$ cat src/rtl/tans_bit_packer.sv
// Packs variable-length tANS recoder chunks LSB-first into fixed-width words;
// on flush appends the recoder final state, zero-pads and tags the last word.
module tans_bit_packer #(
    parameter int WORD_W  = 8,
    parameter int DATA_W  = 3,
    parameter int NBITS_W = 2,
    parameter int STATE_W = 4
) (
    input  logic                         PHI,
    input  logic                         RST,
    input  logic                         in_valid,
    input  logic [NBITS_W-1:0]           in_nbits,
    input  logic [DATA_W-1:0]            in_bits,
    output logic                         in_ready,
    input  logic                         flush,
    input  logic [STATE_W-1:0]           final_state,
    output logic                         out_valid,
    input  logic                         out_ready,
    output logic [WORD_W-1:0]            out_word,
    output logic [$clog2(WORD_W+1)-1:0]  out_nbits,
    output logic                         out_last
);
    // state      | meaning
    // RUN        | accepting chunks, emitting full words
    // FLUSH_ST   | draining full words, then appending the final state
    // FLUSH_DATA | draining remaining bits, last partial word tagged out_last

    localparam int ACC_W  = WORD_W + STATE_W;
    localparam int FILL_W = $clog2(ACC_W + 1);
    localparam int ONB_W  = $clog2(WORD_W + 1);
    localparam logic [FILL_W-1:0] WORD_F  = FILL_W'(WORD_W);
    localparam logic [FILL_W-1:0] STATE_F = FILL_W'(STATE_W);

    typedef enum logic [1:0] {RUN, FLUSH_ST, FLUSH_DATA} state_t;

    state_t              state, state_nxt;
    logic [ACC_W-1:0]    acc, acc_nxt, acc_sh;
    logic [FILL_W-1:0]   fill, fill_nxt, fill_sh;
    logic [STATE_W-1:0]  fs_q;
    logic [DATA_W-1:0]   chunk;
    logic                ofree, accept, xfer, fs_append, last_load, flush_take;

    assign ofree  = !out_valid || out_ready;
    assign accept = in_valid && in_ready;

    always_ff @(posedge PHI or posedge RST) begin
        if (RST) state <= RUN;
        else     state <= state_nxt;
    end

    always_comb begin
        state_nxt = state;
        case (state)
            RUN:        if (flush)     state_nxt = FLUSH_ST;
            FLUSH_ST:   if (fs_append) state_nxt = FLUSH_DATA;
            FLUSH_DATA: if (last_load) state_nxt = RUN;
            default:                   state_nxt = RUN;
        endcase
    end

    always_comb begin
        in_ready   = 1'b0;
        xfer       = 1'b0;
        fs_append  = 1'b0;
        last_load  = 1'b0;
        flush_take = 1'b0;
        case (state)
            RUN: begin
                in_ready   = (fill < WORD_F) || ofree;
                xfer       = (fill >= WORD_F) && ofree;
                flush_take = flush;
            end
            FLUSH_ST: begin
                xfer      = (fill >= WORD_F) && ofree;
                fs_append = fill < WORD_F;
            end
            FLUSH_DATA: begin
                // fill is never 0 here: the final state always adds STATE_W bits
                xfer      = (fill > WORD_F) && ofree;
                last_load = (fill <= WORD_F) && (fill != '0) && ofree;
            end
            default: ;
        endcase
    end

    always_comb begin
        chunk = '0;
        for (int i = 0; i < DATA_W; i++)
            chunk[i] = (i < int'(in_nbits)) ? in_bits[i] : 1'b0;
        acc_sh   = xfer ? (acc >> WORD_W) : acc;
        fill_sh  = xfer ? (fill - WORD_F) : fill;
        acc_nxt  = acc_sh;
        fill_nxt = fill_sh;
        if (accept) begin
            acc_nxt  = acc_sh | (ACC_W'(chunk) << fill_sh);
            fill_nxt = fill_sh + FILL_W'(in_nbits);
        end
        if (fs_append) begin
            acc_nxt  = acc | (ACC_W'(fs_q) << fill);
            fill_nxt = fill + STATE_F;
        end
        if (last_load) begin
            acc_nxt  = '0;
            fill_nxt = '0;
        end
    end

    always_ff @(posedge PHI or posedge RST) begin
        if (RST) begin
            acc       <= '0;
            fill      <= '0;
            fs_q      <= '0;
            out_valid <= 1'b0;
            out_word  <= '0;
            out_nbits <= '0;
            out_last  <= 1'b0;
        end else begin
            acc  <= acc_nxt;
            fill <= fill_nxt;
            if (flush_take) fs_q <= final_state;
            if (xfer) begin
                out_word  <= acc[WORD_W-1:0];
                out_nbits <= ONB_W'(WORD_W);
                out_last  <= 1'b0;
                out_valid <= 1'b1;
            end else if (last_load) begin
                out_word  <= acc[WORD_W-1:0];
                out_nbits <= ONB_W'(fill);
                out_last  <= 1'b1;
                out_valid <= 1'b1;
            end else if (out_ready) begin
                out_valid <= 1'b0;
            end
        end
    end
endmodule

$ cat config.mk
export PLATFORM = sky130hd
export DESIGN_NAME = tans_bit_packer
export DESIGN_NICKNAME = d
export VERILOG_FILES = /design/src/rtl/tans_bit_packer.sv
export SDC_FILE = /design/constraint.sdc
export NUM_CORES = 1
export LEC_CHECK = 0
export ABC_AREA = 1
export BUFFER_PORTS_ARGS = -buffer_cell sky130_fd_sc_hd__buf_2
export CORE_AREA = 2 2 104 76
export CTS_CLUSTER_SIZE = 12
export DETAILED_ROUTE_END_ITERATION = 12
export DIE_AREA = 0 0 106 78
export GPL_TIMING_DRIVEN = 0
export SLEW_MARGIN = 20
export SYNTH_ARGS = -nofsm -noshare
export SYNTH_HDL_FRONTEND = slang
export SYNTH_SLANG_ARGS = --single-unit
$ cat constraint.sdc
create_clock -name PHI -period 2.9 [get_ports PHI]
set_input_delay 0.435 -clock PHI [delete_from_list [all_inputs] [get_ports PHI]]
set_output_delay 0.435 -clock PHI [all_outputs]
set_load 0.005 [all_outputs]
==> metrics.yaml <==
status: "finished, final reports clean"
grt_max_degree: 27
worst_slack_ns: 0.205
synth_cells: 276
htreeDepth: 2
place_congestion: 0.893
gr-usage-all-layers: 0.142
area.growth.synth_to_final_pct: 18.1
cts_resized: 0
initial_core_util: 0.295
grt_pass1_wl_mm: 9.20
synth-seq-cells: 36
viasPerCell: 4.59
critPathSlowestCell: "dfrtp_1"
synth_cell_types: 30
drt_iter0_markers: 162
min_period_ns: 2.70
grt_setup_unrepaired: "false"
post_cts_buffers: 0
r2r_start: "fill[2]$_DFFE_PP0P_"
arrival_ns: 2.91
hold_viol_final: 0
maxCapViolCount: 0
cts_buffer_depth: 2
die-area_um2: 8270
clk_latency_ns: 0.29
crit_fanout: 11
synth_compound_area_frac: 0.117
overflow: 0
power_density_nw_per_um2: 1140
synthMuxAreaShare: 0.0213
dieWidth_um: 106
routed_wl_mm: 5.47
clkTransAtPathRegs_ns: 0.08
syn_area_um2: 2120
path_class: "flip-flop to flip-flop"
cp_cell_sequence: "inv_1, clkbuf_4, ha_1, nand2_4, a21oi_4, nand2_2, ha_1, nor2_2, nand3_1, nand2_1, nand2_1, a21oi_1"
synth_simple_gate_area_share: 0.308
synth_top_family_by_area: "simple AND/OR/NAND/NOR gates"
cts_tree: "yes"
rr_endpoint: "acc[7]$_DFF_PP0_"
chipHeight_um: 78
finClkSkew_ns: 0.00770
ant_nets: 0
grt_pass1_vias: 1831
yosysWarnings: 0
synth-seq-area-share: 0.425
final_cell_mix: "nand2_1, dfrtp_1, buf_2, inv_1, nand3_1"
slew_headroom: 0.613
dr_total_vias: 1882
nets: 332
final_common_cell: "nand2_1"
hold_path.class: "primary input to async pin"
post-route-drc-count: 0
drt_pass1_iterations: 4
cts_inserted_buffers: 5
clock_sinks: 36
dp_hpwl_mm: 4.26
wl_per_cell_um: 13.3
start_kind: "flip-flop"
port_buffers: 28
clockRootBuffer: "clkbuf_8"
tightest_slew_ns: 0.581
worstPathRequired_ns: 3.12
worstRegToRegCells: 12
setup_viol: 0
synth-xor-area-share: 0
leakagePower_nw: 1.32
cts_hold_buf: 0
place_ws_ns: 0.0887
cp-end-kind: "flip-flop"
antenna_cells: 0
avgSynthCellArea_um2: 7.67
ios: 29
antenna_found_initial: 0
max_stage_delay_ns: 0.39
synthAdderAreaFrac: 0.0390
fin_tns_setup_ns: 0
post-route-period-util: 0.929
peakVddDrop_mv: 0.328
reg2reg_slack_ns: 0.20
synth_nets: 296
rows: 26
slew_viol_final: 0
fmax_mhz: 371
core-area_um2: 7190
drive_gt1_frac: 0.212
worst max-delay path by stage:
stage | startpoint | to | slack [ns] | cells past startpoint
finish | fill[2]$_DFFE_PP0P_ | acc[7]$_DFF_PP0_ | 0.20 | 12
global route | fill[2]$_DFFE_PP0P_ | acc[7]$_DFF_PP0_ | 0.009 | 12
CTS | fill[2]$_DFFE_PP0P_ | acc[7]$_DFF_PP0_ | 0.09 | 12
detailed placement | fill[2]$_DFFE_PP0P_ | acc[7]$_DFF_PP0_ | 0.09 | 12
global placement | fill[2]$_DFFE_PP0P_ | acc[7]$_DFF_PP0_ | 0.13 | 12
floorplan | fill[2]$_DFFE_PP0P_ | acc[3]$_DFF_PP0_ | 0.67 | 12
flip-flops by register name (all words and copies together) (netlist names):
register / flops
acc: 12
out_word: 8
out_valid: 1
fs_q: 4
fill: 4
state: 2
out_nbits: 4
out_last: 1
synth_stat cells (all sizes together):
| master | instances | area share |
|---|---|---|
| nand2 | 95 | 0.18 |
| dfrtp | 36 | 0.43 |
| inv | 32 | 0.058 |
| nand3 | 27 | 0.066 |
| o21ai | 23 | 0.063 |
| nor2 | 14 | 0.030 |
| a21oi | 13 | 0.036 |
| nand4 | 10 | 0.030 |
| buf | 7 | 0.028 |
| ha | 5 | 0.030 |
| mux2 | 4 | 0.021 |
| o21a | 3 | 0.011 |
| clkbuf | 2 | 0.0035 |
| nor3 | 2 | 0.0047 |
| a21boi | 1 | 0.0035 |
| fa | 1 | 0.0095 |
| o211ai | 1 | 0.0035 |
where the power goes:
part	switching, mW	total [mW]	internal, mW
clock	0.184	0.396	0.212
combinational	1.02	1.60	0.579
sequential	0.145	0.864	0.720
final cells by class:
class                      count  area (um^2)
multi-input combinational    199         1030
sequential                    36          901
inverter                      32          123
fill                         772         4690
clock buffer                   7         96.3
tap                           98          123
timing repair buffer          29          160
buffer                         9         70.1
worst max-delay path: cells and delay by family, from the launching register on:
kind,cells,cell delay (ns)
simple gates,6,0.81
flops,1,0.39
compound gates,2,0.36
buf+inv,2,0.46
fa+ha+maj,2,0.60
logic make-up (layout without fill, tap and decap cells):
group | Yosys count | count (layout)
AND/OR/NAND/NOR | 148 | 148
AO/OA/AOI/OAI | 41 | 41
buffers and inverters | 41 | 77
flip-flops | 36 | 36
adder cells (fa/ha/maj) | 6 | 6
multiplexers | 4 | 4
per-stage QoR:
stage | std cells | total power [mW] | utilization | hold WS (ns) | instance area, um^2
CTS | 410 | 2.86 | 0.347 | 0.0741 | 2500
finish | 410 | 2.86 | 0.348 | 0.0710 | 2500
detailed placement | 403 | 2.45 | 0.334 | 0.393 | 2400
global placement | 402 | 2.43 | 0.331 | 0.456 | 2380
floorplan | 276 | 2.00 | - | 0.449 | 2120
global route | 410 | 3.15 | 0.348 | 0.0834 | 2500
layer usage:
layer  part of all wire  global-route usage  up-vias
met5                  0                   0        -
met4             0.0066              0.0355        0
met3              0.062              0.0328        3
met2               0.40               0.201       42
met1               0.53               0.216      874
li1                   -                   -      963
Power figures use the tool's default switching activity.
